===== src/rtl/atan_cordic_pkg.sv =====
// rtl/atan_cordic_pkg.sv - shared types and widths for the CORDIC arctangent core
package atan_cordic_pkg;
  localparam int DATA_W  = 16;
  localparam int GUARD_W = 2;
  localparam int XY_W    = 21;
  localparam int Z_W     = 20;
  localparam int ROM_W   = 18;
  localparam int IDX_W   = 5;

  localparam logic signed [XY_W-1:0] ONE_Q18 = 21'sh40000;

  typedef enum logic [1:0] {IDLE, RUN, FINISH, DONE} state_t;
endpackage


===== src/rtl/atan_cordic_if.sv =====
// rtl/atan_cordic_if.sv - start/busy/ready control bus shared with the tan core
interface atan_cordic_if;
  import atan_cordic_pkg::*;

  logic              start;
  logic [DATA_W-1:0] t;
  logic              busy;
  logic              ready;
  logic [DATA_W-1:0] angle;

  modport master (output start, t, input busy, ready, angle);
  modport slave  (input start, t, output busy, ready, angle);
endinterface


===== src/rtl/atan_rom.sv =====
// rtl/atan_rom.sv - elementary angles atan(2^-i) in Q0.18, zero past the table end
module atan_rom
  import atan_cordic_pkg::*;
(
  input  logic [IDX_W-1:0] idx,
  output logic [ROM_W-1:0] a
);
  always_comb begin
    a = '0;
    case (idx)
      5'd0:    a = 18'd205887;
      5'd1:    a = 18'd121542;
      5'd2:    a = 18'd64220;
      5'd3:    a = 18'd32599;
      5'd4:    a = 18'd16363;
      5'd5:    a = 18'd8189;
      5'd6:    a = 18'd4096;
      5'd7:    a = 18'd2048;
      5'd8:    a = 18'd1024;
      5'd9:    a = 18'd512;
      5'd10:   a = 18'd256;
      5'd11:   a = 18'd128;
      5'd12:   a = 18'd64;
      5'd13:   a = 18'd32;
      5'd14:   a = 18'd16;
      5'd15:   a = 18'd8;
      5'd16:   a = 18'd4;
      5'd17:   a = 18'd2;
      default: a = '0;
    endcase
  end
endmodule


===== src/rtl/atan_cordic.sv =====
// rtl/atan_cordic.sv - iterative CORDIC vectoring arctangent, Q0.16 in and out
module atan_cordic
  import atan_cordic_pkg::*;
#(
  parameter int ITER = 16
) (
  input  logic          clk,
  input  logic          rst,
  atan_cordic_if.slave  bus
);
  state_t                   state, state_nx;
  logic                     start_d;
  logic signed [XY_W-1:0]   x, y;
  logic signed [Z_W-1:0]    z;
  logic [IDX_W-1:0]         i;
  logic [DATA_W-1:0]        angle_q;

  logic                     req, accept, last;
  logic [ROM_W-1:0]         a_i;
  logic signed [Z_W-1:0]    a_ext;
  logic signed [XY_W-1:0]   x_sh, y_sh;
  logic signed [Z_W:0]      z_rnd, z_q;
  logic [DATA_W-1:0]        angle_nx;

  atan_rom u_rom (.idx(i), .a(a_i));

  assign req    = bus.start & ~start_d;
  assign accept = req & ((state == IDLE) || (state == DONE));
  assign last   = (i == IDX_W'(ITER - 1));
  assign a_ext  = signed'({{(Z_W-ROM_W){1'b0}}, a_i});
  assign x_sh   = x >>> i;
  assign y_sh   = y >>> i;

  // Round Q1.18 to Q0.16; negative residue (t near 0) clamps to zero.
  assign z_rnd  = {z[Z_W-1], z} + 21'sd2;
  assign z_q    = z_rnd >>> GUARD_W;
  always_comb begin
    angle_nx = z_q[DATA_W-1:0];
    if (z[Z_W-1])
      angle_nx = '0;
    else if (z_q[Z_W:DATA_W] != '0)
      angle_nx = '1;
  end

  always_comb begin
    state_nx = state;
    case (state)
      IDLE, DONE: if (accept) state_nx = RUN;
      RUN:        if (last) state_nx = FINISH;
      FINISH:     state_nx = DONE;
      default:    state_nx = IDLE;
    endcase
  end

  always_ff @(posedge clk or posedge rst) begin
    if (rst) state <= IDLE;
    else     state <= state_nx;
  end

  always_ff @(posedge clk or posedge rst) begin
    if (rst) begin
      start_d <= 1'b0;
      x       <= '0;
      y       <= '0;
      z       <= '0;
      i       <= '0;
      angle_q <= '0;
    end else begin
      start_d <= bus.start;
      if (accept) begin
        x <= ONE_Q18;
        y <= signed'({{(XY_W-DATA_W-GUARD_W){1'b0}}, bus.t, {GUARD_W{1'b0}}});
        z <= '0;
        i <= '0;
      end else if (state == RUN) begin
        if (!y[XY_W-1]) begin
          x <= x + y_sh;
          y <= y - x_sh;
          z <= z + a_ext;
        end else begin
          x <= x - y_sh;
          y <= y + x_sh;
          z <= z - a_ext;
        end
        i <= i + 1'b1;
      end else if (state == FINISH) begin
        angle_q <= angle_nx;
      end
    end
  end

  assign bus.busy  = (state == RUN) || (state == FINISH);
  assign bus.ready = (state == DONE);
  assign bus.angle = angle_q;
endmodule


===== src/flat_wrapper.sv =====
// flat-port wrapper written by rule: the top's interface ports become plain ports
module atan_cordic_flat import atan_cordic_pkg::*;
#(
  parameter int ITER = 16
)
  (clk, rst, bus_start, bus_t, bus_busy, bus_ready, bus_angle);
  atan_cordic_if bus_i ();
  input  logic clk;
  input  logic rst;
  input wire logic [$bits(bus_i.start)-1:0] bus_start;
  input wire logic [$bits(bus_i.t)-1:0] bus_t;
  output wire logic [$bits(bus_i.busy)-1:0] bus_busy;
  output wire logic [$bits(bus_i.ready)-1:0] bus_ready;
  output wire logic [$bits(bus_i.angle)-1:0] bus_angle;
  assign bus_i.start = bus_start;
  assign bus_i.t = bus_t;
  assign bus_busy = bus_i.busy;
  assign bus_ready = bus_i.ready;
  assign bus_angle = bus_i.angle;
  atan_cordic #(.ITER(ITER)) u_core (.clk(clk), .rst(rst), .bus(bus_i));
endmodule

===== config.mk =====
export PLATFORM = sky130hd
export DESIGN_NAME = atan_cordic_flat
export DESIGN_NICKNAME = d
export VERILOG_FILES = /design/src/rtl/atan_cordic_pkg.sv /design/src/rtl/atan_cordic_if.sv /design/src/rtl/atan_rom.sv /design/src/rtl/atan_cordic.sv /design/src/flat_wrapper.sv
export SDC_FILE = /design/constraint.sdc
export NUM_CORES = 1
export LEC_CHECK = 0
export ABC_AREA = 1
export BUFFER_PORTS_ARGS = -buffer_cell sky130_fd_sc_hd__buf_2
export CORE_MARGIN = 2
export CORE_UTILIZATION = 50
export DETAILED_ROUTE_END_ITERATION = 6
export PLACE_DENSITY = 0.68
export SYNTH_ARGS = -nofsm -noshare
export SYNTH_HDL_FRONTEND = slang
export SYNTH_SLANG_ARGS = --single-unit

===== constraint.sdc =====
create_clock -name clk -period 9 [get_ports clk]
set_clock_uncertainty 0.1 [all_clocks]
set_input_delay 0.45 -clock clk [delete_from_list [all_inputs] [get_ports clk]]
set_output_delay 0.45 -clock clk [all_outputs]
set_load 0.02 [all_outputs]

# After elaboration in Yosys (flattened, before gate mapping)
# Memories as Yosys holds them, arrays and structs flattened.
# Cells that the tools add are included.
[word_totals] memories=1 word_cells=53 latch_bits=0 ramBits=0 ff_bits=86 in_bits=19 romBits=576 out_inout_bits=18
[mem_list] name="(name not given)" words=32 word_bits=18 rd=1 rd_ports_with_merged_regs=0 wr=0 line="atan_rom.sv:10" source="case (idx)"
[op_classes] n_addsub=8 n_shift=2 n_reduce_logical=8 bitwise_logic=5 n_eq_ne=6 n_mul=0 n_lt_le_gt_ge=0 n_div=0 mux=16
[ops] op="21-bit two-way mux" count=6
[ops] op="20-bit two-way mux" count=3
[ops] op="21-bit adder" count=2
[ops] op="21-bit by 5-bit >>> shifter with 21-bit output" count=2
[ops] op="21-bit subtractor" count=2
[ops] op="16-bit two-way mux" count=2
[ops] op="20-bit by 3-bit adder with 21-bit output, second input constant" count=1
[ops] op="20-bit by 19-bit adder with 20-bit output" count=1
[ops] op="20-bit by 19-bit subtractor with 20-bit output" count=1
[ops] op="5-bit two-way mux" count=2
[ops] op="2-bit case mux with 3 select lines" count=1
[ops] op="5-bit by 1-bit adder with 5-bit output, second input constant" count=1
[ops] op="5-bit by 4-bit == test with 1-bit output, second input constant" count=1
[ops] op="5-bit nonzero test" count=1
[ops] op="2-bit == test, second input constant" count=2
[ops] op="2-bit two-way mux" count=2
[ops] op="2-bit by 1-bit inequality test with 1-bit output, second input constant" count=2
[ops] op="1-bit NOT" count=3
[ops] op="3-bit AND reduction" count=1
[ops] op="1-bit bitwise AND" count=2
[ops] op="2-bit by 1-bit == test with 1-bit output, second input constant" count=1
[ops] op="2-bit logical NOT" count=1
[ops] op="1-bit logical OR" count=2
[ops] op="2-bit AND reduction" count=1
[ops] op="2 further kinds" count=2

# Longest topological paths before layout
# Gate-level depths: netlist of the first run.
[depth] depth_word=5 mapped_depth=34 mapped_depth_nobuf=31

# Cells and area by module
# From an unflattened synthesis of the first run, not the netlist that was laid out.
[unflattened] cells_unflattened=1798 area_unflattened_um2=10777.8
[by_module_without_submodules] mod="atan_cordic" cells_each=1713 area_each_um2=10326.2 n_inst=1 seq_area_each_um2=2152.1
[by_module_without_submodules] mod="atan_rom" cells_each=85 area_each_um2=451.7 n_inst=1 seq_area_each_um2=0.0

# Worst setup path after synthesis of the first run
# OpenSTA, ideal clock, no wires.
[synth_path] path_type="register -> register" startpoint="register u_core.i[1]" endpoint="register u_core.z[19]" setup_ns=0.122 period_less_slack_ns=4.048 arrival_ns=3.826 setup_slack_ns=4.952 n_path_buf=3 stages_incl_launch_ff=27 required_ns=8.778 cell_sequence="dfrtp_1 inv_2 buf_6 buf_8 buf_6 ha_1 inv_1 nor2_1 nor2_1 inv_1 ha_1 inv_1 nor3_1 and3_1 nand2_1 nor2_1 nand2_1 o21ai_2 xnor2_1 ha_1 nand2_1 nor3_1 nand2_1 o311ai_0 nand3_1 nand2_1 o21ai_1"
[synth_via] elab_chain_cells=5 elab_cells_between_ends=6 classes_between="add/sub (2); mux (3); memory (1)"
[synth_lines] item="start, declared" line="atan_cordic.sv:15" source="logic [IDX_W-1:0] i;"
[synth_lines] item="start signal, assigned" line="atan_cordic.sv:85" source="i <= i + 1'b1;"
[synth_lines] item="memory read 32 x 18 bit *"
[synth_lines] item="20-bit by 19-bit adder with 20-bit output / 20-bit by 19-bit subtractor with 20-bit output (equally long branches)" line="atan_cordic.sv:79, atan_cordic.sv:83"
[synth_lines] item="20-bit two-way mux *" line="atan_cordic.sv:76" source="if (!y[XY_W-1]) begin"
[synth_lines] item="20-bit two-way mux *" line="atan_cordic.sv:75" source="end else if (state == RUN) begin"
[synth_lines] item="20-bit two-way mux *" line="atan_cordic.sv:70" source="if (accept) begin"
[synth_lines] item="end signal, assigned" line="atan_cordic.sv:79" source="z <= z + a_ext;"
[synth_lines] item="end signal, assigned" line="atan_cordic.sv:83" source="z <= z - a_ext;"
[synth_lines] item="end, declared" line="atan_cordic.sv:14" source="logic signed [Z_W-1:0] z;"
# Every way passes the cells marked *; elsewhere a longest branch is shown, timed or not. The select of a mux whose other input is x is not followed.
# A chain may end at the register's enable or synchronous reset.

# Worst setup path after layout of the first run
[layout_path] startpoint="register u_core.i[3]" endpoint="register u_core.z[19]"
# The elaborated chain is that of the path after synthesis.

==> results.tsv, run 1 <==
metric	value	unit
status	finished clean	
DR WL met3	2030	microns
# DRC	0	
routed len/inst	17.1	microns
IO Port Bufs	36	
Post-synth EDFFs	0	
GRT Total Usage	31.1	%
crit path max fanout	25	
worst path arrival time	5720	ps
number of global-route vias before repair	10600	
syn_area_per_cell	6.16	sq um
YS warnings	0	
WL met2	15700	microns
Tmin final	5570	ps
remaining global-route overflow	0	
CP Capture Type	register	
# Post-CTS Setup Buffers	0	
RePlAce Congestion	0.964	
ys flop type	dfrtp_1	
DR top layer	met4	
# setup viols final	0	
Slew Limit Fails	0	
most frequent cells in the layout	524 x nand2_1, 190 x nand3_1, 177 x inv_1	
Synth Instances	1756	
most common cell after layout, fill and taps aside	nand2_1	
crit path launch type	register	
Post-DRT Antenna Nets	0	
Reg area	2150	sq um
post-synthesis register bit count	86	
Inserted Diodes	0	
Ports	37	
DIE HEIGHT	151	microns
row count	53	
fin crit share	61.9	%
Worst-Skew Late Latency	370	ps
vias per inst	5.77	
final hold violation count	0	
# fillers	2258	
full die area	22800	sq um
CTS max path bufs	2	
Max Clk Rate	179	MHz
total CTS buffers	9	
CP Data Required Time	9150	ps
# clock sinks	86	
syn nets	1858	
first-pass GRT wire length	55600	microns
CTS tree	yes	
initial antenna violation count	0	
TritonRoute pass-1 iters	6	
hpwl dp	26500	microns
initial core utilization	51.1	%
Core ar.	21200	sq um
share of cells above drive strength 1	7.17	%
Worst-path clk slew	80	ps
clock root buffer	clkbuf_16	
Area growth syn-to-layout	5.14	%
total number of vias	11700	
sequential fraction of the synthesis area	19.9	%
Setup CP Type	register to register	
Cell variety after synth	59	
Multi-input gate area	7550	sq um
number of max-cap violations	0	
DRT iter0 DRCs	1057	
Hold Crit Class	input pin to register	
unrepaired setup endpoints after global routing	false	
M1 WL	15400	microns
largest net degree at the start of global routing	60	
ys async rst share	100	%
Worst-Margin Slew	1190	ps
Detailed Route WL	34700	microns
Total Negative Setup Slacks	0	ps
Die Wd	151	microns
Syn Std Cell Area	10800	sq um
H-tree Lvls	3	
Rel. slew slack	20.4	%
Final #Nets	1855	
## what timing repair did
action	CTS	global route
hold buffers	1	0
resized for setup	0	0
endpoints found under the hold margin	21	0
## worst max-delay path, cell delays in order, from the launching register on
cell	delay, ps
dfrtp_1	880
inv_1	490
nor2_1	1020
nand2_1	130
o21ai_1	230
nor3_1	100
and3_1	180
nand2_1	100
nor2_1	50
nand2_1	110
o21ai_2	90
xnor2_1	170
ha_1	360
nand2_1	140
nor3_1	350
nand2_1	80
o311ai_0	570
nand3_1	150
nand2_1	90
o21ai_1	60
## metal layers
metal,vias to the layer above,track usage (%)
met3,85,3.92
met5,-,0
met2,475,51.0
li1,5855,-
met4,0,13.7
met1,5312,41.1
## metrics by stage
| step | hold WS (ps) | util (%) | instance area [sq um] | std cells | setup slack (ps) |
|---|---|---|---|---|---|
| floorplan | 381 | - | 10800 | 1756 | 4950 |
| global placement | 371 | 52.3 | 11100 | 2016 | 3720 |
| detailed placement | 372 | 52.3 | 11100 | 2016 | 3550 |
| CTS | 99.5 | 53.7 | 11400 | 2033 | 3530 |
| global route | 96.5 | 53.7 | 11400 | 2033 | 3060 |
| finish | 102 | 53.7 | 11400 | 2033 | 3430 |
## layout make-up
class	instances	share of cell area (%)
repair buffers	50	2.53
inverters	192	6.43
multi-input cells	1414	66.4
well taps	275	3.03
flip-flops and latches	86	18.9
clock inverters	7	0.671
clock buffers	9	1.98
## sequential cells by signal, summed over array words and instances (netlist names)
name              count
u_core.y             21
u_core.z             20
u_core.start_d        1
u_core.state          2
u_core.i              5
u_core.x             21
u_core.bus.angle     16
## Yosys cell counts (2+ instances only)
cell type / count / area share, %
a21boi_0: 5 / 0.35
a21o_1: 5 / 0.35
a21oi_1: 108 / 5.0
a22o_1: 2 / 0.16
a31oi_1: 9 / 0.52
and2_1: 4 / 0.23
buf_1: 8 / 0.28
buf_2: 15 / 0.69
buf_4: 7 / 0.49
buf_6: 10 / 1.0
buf_8: 2 / 0.28
clkbuf_1: 22 / 0.76
dfrtp_1: 86 / 20
fa_1: 3 / 0.56
ha_1: 80 / 9.3
inv_1: 178 / 6.2
inv_2: 11 / 0.38
nand2_1: 524 / 18
nand2_2: 10 / 0.58
nand3_1: 190 / 8.8
nand3_2: 4 / 0.37
nand3b_1: 5 / 0.35
nand4_1: 26 / 1.5
nor2_1: 117 / 4.1
nor2_2: 8 / 0.46
nor2_4: 4 / 0.42
nor3_1: 18 / 0.83
nor3_2: 2 / 0.19
nor3b_1: 2 / 0.14
nor4_1: 5 / 0.29
o211ai_1: 20 / 1.4
o21ai_0: 119 / 5.5
o21ai_1: 18 / 0.83
o21ai_2: 3 / 0.24
o21bai_1: 4 / 0.28
o221ai_1: 5 / 0.41
o22ai_1: 28 / 1.6
o31ai_1: 9 / 0.62
or2_2: 8 / 0.46
xnor2_1: 21 / 1.7
xor2_1: 33 / 2.7
## logic make-up (layout without fill, tap and decap cells)
family                   count (synthesis)  count (layout)  share of synthesized area, %
AO/OA/AOI/OAI                          346             346                          18.4
XOR/XNOR                                54              54                          4.37
adder cells (fa/ha/maj)                 83              83                          9.81
buffers and inverters                  256             258                          10.3
flip-flops                              86              86                          19.9
AND/OR/NAND/NOR                        931             931                          37.2
## path summary, 6_finish.rpt
check / startpoint / endpoint / slack, ps / cells after the start
max reg2reg: u_core.i[3]$_DFFE_PP0P_ / u_core.z[19]$_DFFE_PP0P_ / 3430 / 19
min: bus_start / u_core.start_d$_DFF_PP0_ / 100 / 1
min in group asynchronous: rst / u_core.start_d$_DFF_PP0_ / 530 / 3
max: u_core.i[3]$_DFFE_PP0P_ / u_core.z[19]$_DFFE_PP0P_ / 3430 / 19
max in group asynchronous: rst / u_core.x[10]$_DFFE_PP0P_ / 7110 / 4
min reg2reg: u_core.bus.angle[15]$_DFFE_PP0P_ / u_core.bus.angle[15]$_DFFE_PP0P_ / 420 / 2
Power of run 1 is left out: the tool's default activity adds up to more than one toggle a clock period on the data nets, which glitch-free logic cannot reach.
==> run 2, diff against run 1 <==
clock period = 5.7 ns   (was 9 ns; I/O delays follow)
==> results.tsv, run 2 (synthesis gave the netlist of run 1 again) <==
metric	value	unit	change
number of max-cap violations	0		unchanged
full die area	22800	sq um	unchanged
total number of vias	11700		+0.026%
# setup viols final	0		unchanged
Slew Limit Fails	0		unchanged
TritonRoute pass-1 iters	5		-1
Ports	37		unchanged
row count	53		unchanged
placed cell count	2029		+0.64%
crit path max fanout	44		+76%
CTS max path bufs	2		unchanged
biggest regs	u_core.x (21), u_core.y (21), u_core.z (20)		
H-tree Lvls	3		unchanged
DRT iter0 DRCs	969		-8.3%
first-pass GRT wire length	56400	microns	+1.4%
Detailed Route WL	35000	microns	+0.90%
Core ar.	21200	sq um	unchanged
CTS tree	yes		
Hold Crit Class	input pin to register		
CP Capture Type	register		
M1 GR Usage	40.0	%	-1.1 points
crit path launch type	register		
# clock sinks	86		unchanged
Inserted Diodes	0		unchanged
DIE HEIGHT	151	microns	unchanged
Total Negative Setup Slacks	0	ps	unchanged
clock root buffer	clkbuf_16		
Final #Nets	1869		+0.75%
total CTS buffers	9		unchanged
Worst-Margin Slew	933	ps	-257 ps
most frequent cells in the layout	524 x nand2_1, 190 x nand3_1, 177 x inv_1		
CP Data Required Time	5830	ps	-3320 ps
status	finished clean		
grt met3 use	3.19	%	-0.72 points
final hold violation count	0		unchanged
Tmin final	4800	ps	-770 ps
Layout Cells excl Fill	2047		+0.69%
share of cells above drive strength 1	7.84	%	+0.68 points
Post-DRT Antenna Nets	0		unchanged
hold slack	34.8	ps	-67.1 ps
IO Port Bufs	36		unchanged
fin crit share	84.3	%	+22 points
initial antenna violation count	0		unchanged
met2 global-route usage	55.4	%	+4.4 points
Resized cells post-CTS	0		unchanged
number of global-route vias before repair	11100		+4.1%
RePlAce Congestion	0.974		+1.1%
Die Wd	151	microns	unchanged
hpwl dp	27400	microns	+3.7%
routed len/inst	17.1	microns	+0.21%
GRT Total Usage	31.5	%	+0.41 points
Worst-path clk slew	80	ps	about the same
vias per inst	5.73		-0.66%
layer with the highest usage	met2		
Worst-Skew Late Latency	360	ps	about the same
remaining global-route overflow	0		unchanged
# DRC	0		unchanged
Rel. slew slack	37.5	%	+17 points
worst path arrival time	4930	ps	-790 ps
largest net degree at the start of global routing	54		-10%
Setup CP Type	register to register		
most common cell after layout, fill and taps aside	nand2_1		
Max Clk Rate	208	MHz	+16%
initial core utilization	51.1	%	unchanged
R2R Setup Slk	900	ps	-2530 ps
unrepaired setup endpoints after global routing	false		
Area growth syn-to-layout	6.38	%	
[run 2: cell types whose count changed in the layout (fill, tap and decap cells not counted)]
cell | before | now
inv_8 | 3 | 1
bufinv_16 | 0 | 2
inv_6 | 2 | 4
buf_4 | 13 | 26
clkinv_8 | 1 | 0
dlygate4sd3_1 | 1 | 2
clkinv_2 | 0 | 1
clkinv_4 | 2 | 0
[run 2: final cells by class]
cell class	instances	area (sq um)
clock buffer	9	225
multi-input combinational	1414	7550
fill	2234	9650
timing repair buffer	64	395
tap	275	344
clock inverter	7	103
sequential	86	2150
inverter	192	731
[run 2: worst paths after layout]
| kind | cells after the start | endpoint | from |
|---|---|---|---|
| max | 25 | u_core.z[17]$_DFFE_PP0P_ | u_core.i[0]$_DFFE_PP0P_ |
| min | 3 | u_core.y[5]$_DFFE_PP0P_ | bus_t[3] |
| max reg2reg | 25 | u_core.z[17]$_DFFE_PP0P_ | u_core.i[0]$_DFFE_PP0P_ |
| min reg2reg | 2 | u_core.bus.angle[15]$_DFFE_PP0P_ | u_core.bus.angle[15]$_DFFE_PP0P_ |
| max in group asynchronous | 4 | u_core.x[2]$_DFFE_PP0P_ | rst |
| min in group asynchronous | 3 | u_core.z[2]$_DFFE_PP0P_ | rst |
[run 2: layer usage]
metal	share of wire [%]	up-vias
li1	-	5880
met2	48	372
met1	44	5404
met4	3.6	0
met5	0	-
met3	4.8	74
[run 2: critical path: stages (launching register included)]
cell and delay, ps:
dfrtp_1 330, buf_4 280, inv_6 180, ha_1 330
inv_1 60, nor2_1 140, nor2_1 110, inv_1 110
ha_1 150, inv_1 50, nor3_1 270, and3_1 260
nand2_1 90, nor2_1 110, nand2_1 100, o21ai_2 200
xor2_1 110, ha_1 390, nand2_1 140, nor4_1 280
buf_4 180, nand3_1 60, o211ai_1 290, a21oi_1 100
o21ai_0 120, o21ai_0 120
[run 2: what timing repair did]
action                    in CTS  in global routing
hold endpoints to repair      34                  0
setup buffers                  0                  0
hold buffers                   2                  0
[run 2: stage by stage]
step / setup WS [ps] / utilization [%] / area (sq um)
global placement: 992 / 52.7 / 11200
floorplan: 1650 / - / 10800
detailed placement: 968 / 52.7 / 11200
finish: 895 / 54.4 / 11500
global route: 478 / 54.4 / 11500
CTS: 961 / 54.4 / 11500
Power of run 2 is left out for the same reason.
==> run 3, diff against run 2 <==
ABC_AREA = 0   (was 1)
clock period = 4.65 ns   (was 5.7 ns; I/O delays follow)
==> results.tsv, run 3 <==
metric	value	unit	change
status	finished, violations left		
failing checks	negative setup slack		
hold slack	5.71	ps	-29.1 ps
TritonRoute pass-1 iters	7		+2
Worst-Skew Late Latency	370	ps	about the same
hpwl dp	27000	microns	-1.8%
Setup CP Type	register to register		
Rel. slew slack	25.8	%	-12 points
first-pass GRT wire length	55800	microns	-1.0%
Slew Limit Fails	0		unchanged
biggest regs	u_core.x (21), u_core.y (21), u_core.z (20)		
ys flop type	dfrtp_1		
total number of vias	11300		-3.3%
routed len/inst	19.4	microns	+14%
vias per inst	6.04		+5.4%
Post-DRT Antenna Nets	0		unchanged
H-tree Lvls	3		unchanged
number of max-cap violations	0		unchanged
Ports	37		unchanged
Worst-path clk slew	80	ps	about the same
RePlAce Congestion	0.986		+1.2%
CTS max path bufs	2		unchanged
initial antenna violation count	1		+1
GRT Total Usage	31.4	%	-0.11 points
share of cells above drive strength 1	35.1	%	+27 points
# clock sinks	86		unchanged
CP Data Required Time	4840	ps	-990 ps
post-synthesis register bit count	86		unchanged
Post-synth top cells	146 x nor2_1, 135 x nand2_1, 116 x a21oi_1		
crit path launch type	register		
Inserted Diodes	0		unchanged
Total Negative Setup Slacks	-1170	ps	-1170 ps
Syn Std Cell Area	10700	sq um	-0.98%
YS warnings	0		unchanged
share of the synthesized area in the top cell type	20.1	%	+0.20 points
Area contributors post-synth	dfrtp_1 20%, ha_1 9.4%, mux2i_1 5.9%		
initial core utilization	50.9	%	-0.18 points
clock root buffer	clkbuf_16		
largest net degree at the start of global routing	62		+15%
Worst-Margin Slew	1100	ps	+172 ps
Synth area leader	dfrtp_1		
DRT iter0 DRCs	834		-14%
Post-synth EDFFs	0		unchanged
worst path arrival time	5050	ps	+120 ps
Post-DP Area	13000	sq um	+17%
Core ar.	21000	sq um	-0.63%
syn_area_per_cell	8.13	sq um	+32%
fin crit share	105	%	+20 points
Area growth syn-to-layout	35.4	%	
crit path max fanout	8		-82%
syn nets	1418		-24%
# fillers	1656		-26%
most frequent cells in the layout	281 x buf_4, 138 x nor2_1, 127 x nand2_1		
row count	53		unchanged
post-route setup slack	-214	ps	-1110 ps
final hold violation count	0		unchanged
count leader, synth	nor2_1		
Max Clk Rate	206	MHz	-1.2%
Hold Crit Class	input pin to register		
DIE HEIGHT	150	microns	-0.48%
# setup viols final	10		+10
Detailed Route WL	36500	microns	+4.3%
Design Area, Final	14500	sq um	+26%
unrepaired setup endpoints after global routing	true		
ys async rst share	100	%	unchanged
Synth Instances	1316		-25%
total CTS buffers	9		unchanged
# DRC	0		unchanged
CP Capture Type	register		
remaining global-route overflow	0		unchanged
full die area	22600	sq um	-0.96%
sequential fraction of the synthesis area	20.1	%	+0.20 points
Tmin final	4860	ps	+59.1 ps
Cell variety after synth	83		+41%
most common cell after layout, fill and taps aside	buf_4		
number of global-route vias before repair	10800		-2.2%
IO Port Bufs	36		unchanged
Die Wd	150	microns	-0.48%
Final #Nets	1700		-9.0%
CTS tree	yes		
-- run 3: cell types whose count changed in the layout (fill, tap and decap cells not counted), sizes merged, moves of 18 or more --
cell   delta
buf     +275
nand3   -155
nand2   -400
mux2     +31
inv     -154
xnor2    +39
mux2i    +63
nand4    -18
o21ai    -66
mux4     +34
-- run 3: area by class of cell --
class | instances | area, sq um | area share [%]
clock inverters | 7 | 104 | 0.716
repair buffers | 349 | 2720 | 18.8
inverters | 40 | 155 | 1.07
well taps | 275 | 344 | 2.37
flip-flops and latches | 86 | 2160 | 14.9
clock buffers | 9 | 225 | 1.55
multi-input cells | 1112 | 8790 | 60.6
-- run 3: cell families after synthesis --
group	count (synthesis)	share of synthesized area [%]
adders and majority gates	83	9.91
buffers and inverters	118	4.82
and+or+nand+nor	447	19.4
xor gates and xnor gates	100	8.18
AOI/OAI and AO/OA	354	21.0
DFF	86	20.1
muxes	128	16.6
-- run 3: metal layers --
| metal | part of all wire (%) | track usage (%) | wire length, microns | vias to the layer above |
|---|---|---|---|---|
| met2 | 49 | 54.5 | 17900 | 448 |
| met5 | 0.047 | 0 | 17 | - |
| met1 | 41 | 38.9 | 14800 | 5400 |
| li1 | - | - | - | 5371 |
| met4 | 4.7 | 13.6 | 1700 | 2 |
| met3 | 5.7 | 4.27 | 2100 | 117 |
-- run 3: what timing repair did --
item                                    4_1_cts  5_1_grt
resized for setup                            49      115
hold endpoints to repair                     37        0
cloned                                        0        1
endpoints found under the setup margin       16       26
hold buffers                                 11        0
setup buffers                                21       29
pin swaps                                    30       67
-- run 3: worst paths after layout --
path | slack, ps | endpoint | startpoint | depth (start not counted)
setup / recovery | -210 | u_core.y[19]$_DFFE_PP0P_ | u_core.i[0]$_DFFE_PP0P_ | 23
hold / removal | 6 | u_core.y[16]$_DFFE_PP0P_ | bus_t[14] | 3
setup reg to reg | -210 | u_core.y[19]$_DFFE_PP0P_ | u_core.i[0]$_DFFE_PP0P_ | 23
hold reg to reg | 400 | u_core.bus.angle[3]$_DFFE_PP0P_ | u_core.bus.angle[3]$_DFFE_PP0P_ | 1
max in group asynchronous | 2970 | u_core.i[1]$_DFFE_PP0P_ | rst | 4
min in group asynchronous | 310 | u_core.x[16]$_DFFE_PP0P_ | rst | 3
-- run 3: stage by stage --
| step | utilization, % | setup WS [ps] | instances |
|---|---|---|---|
| 6_report | 69.0 | -214 | 1878 |
| 3_3_place_gp | 62.0 | -227 | 1803 |
| 5_1_grt | 69.0 | -397 | 1878 |
| 3_5_place_dp | 62.0 | -321 | 1803 |
| 4_1_cts | 65.6 | -147 | 1850 |
| 2_1_floorplan | - | -61.3 | 1316 |
-- run 3: critical path: stages (launching register included) --
cell,delay (ps)
dfrtp_4,500
buf_12,160
buf_8,140
mux2i_4,180
buf_6,140
mux2_4,250
o211ai_1,160
a21bo_2,260
a2bb2oi_2,170
and4b_1,230
nor2b_4,140
a21oi_2,140
xor2_1,170
ha_2,330
nand2_1,100
o21ai_2,60
a41oi_2,230
a21oi_2,110
a211oi_2,310
a21oi_2,110
a21oi_2,180
o22ai_1,110
or4_1,410
o211ai_1,90
Power of run 3 is left out for the same reason.
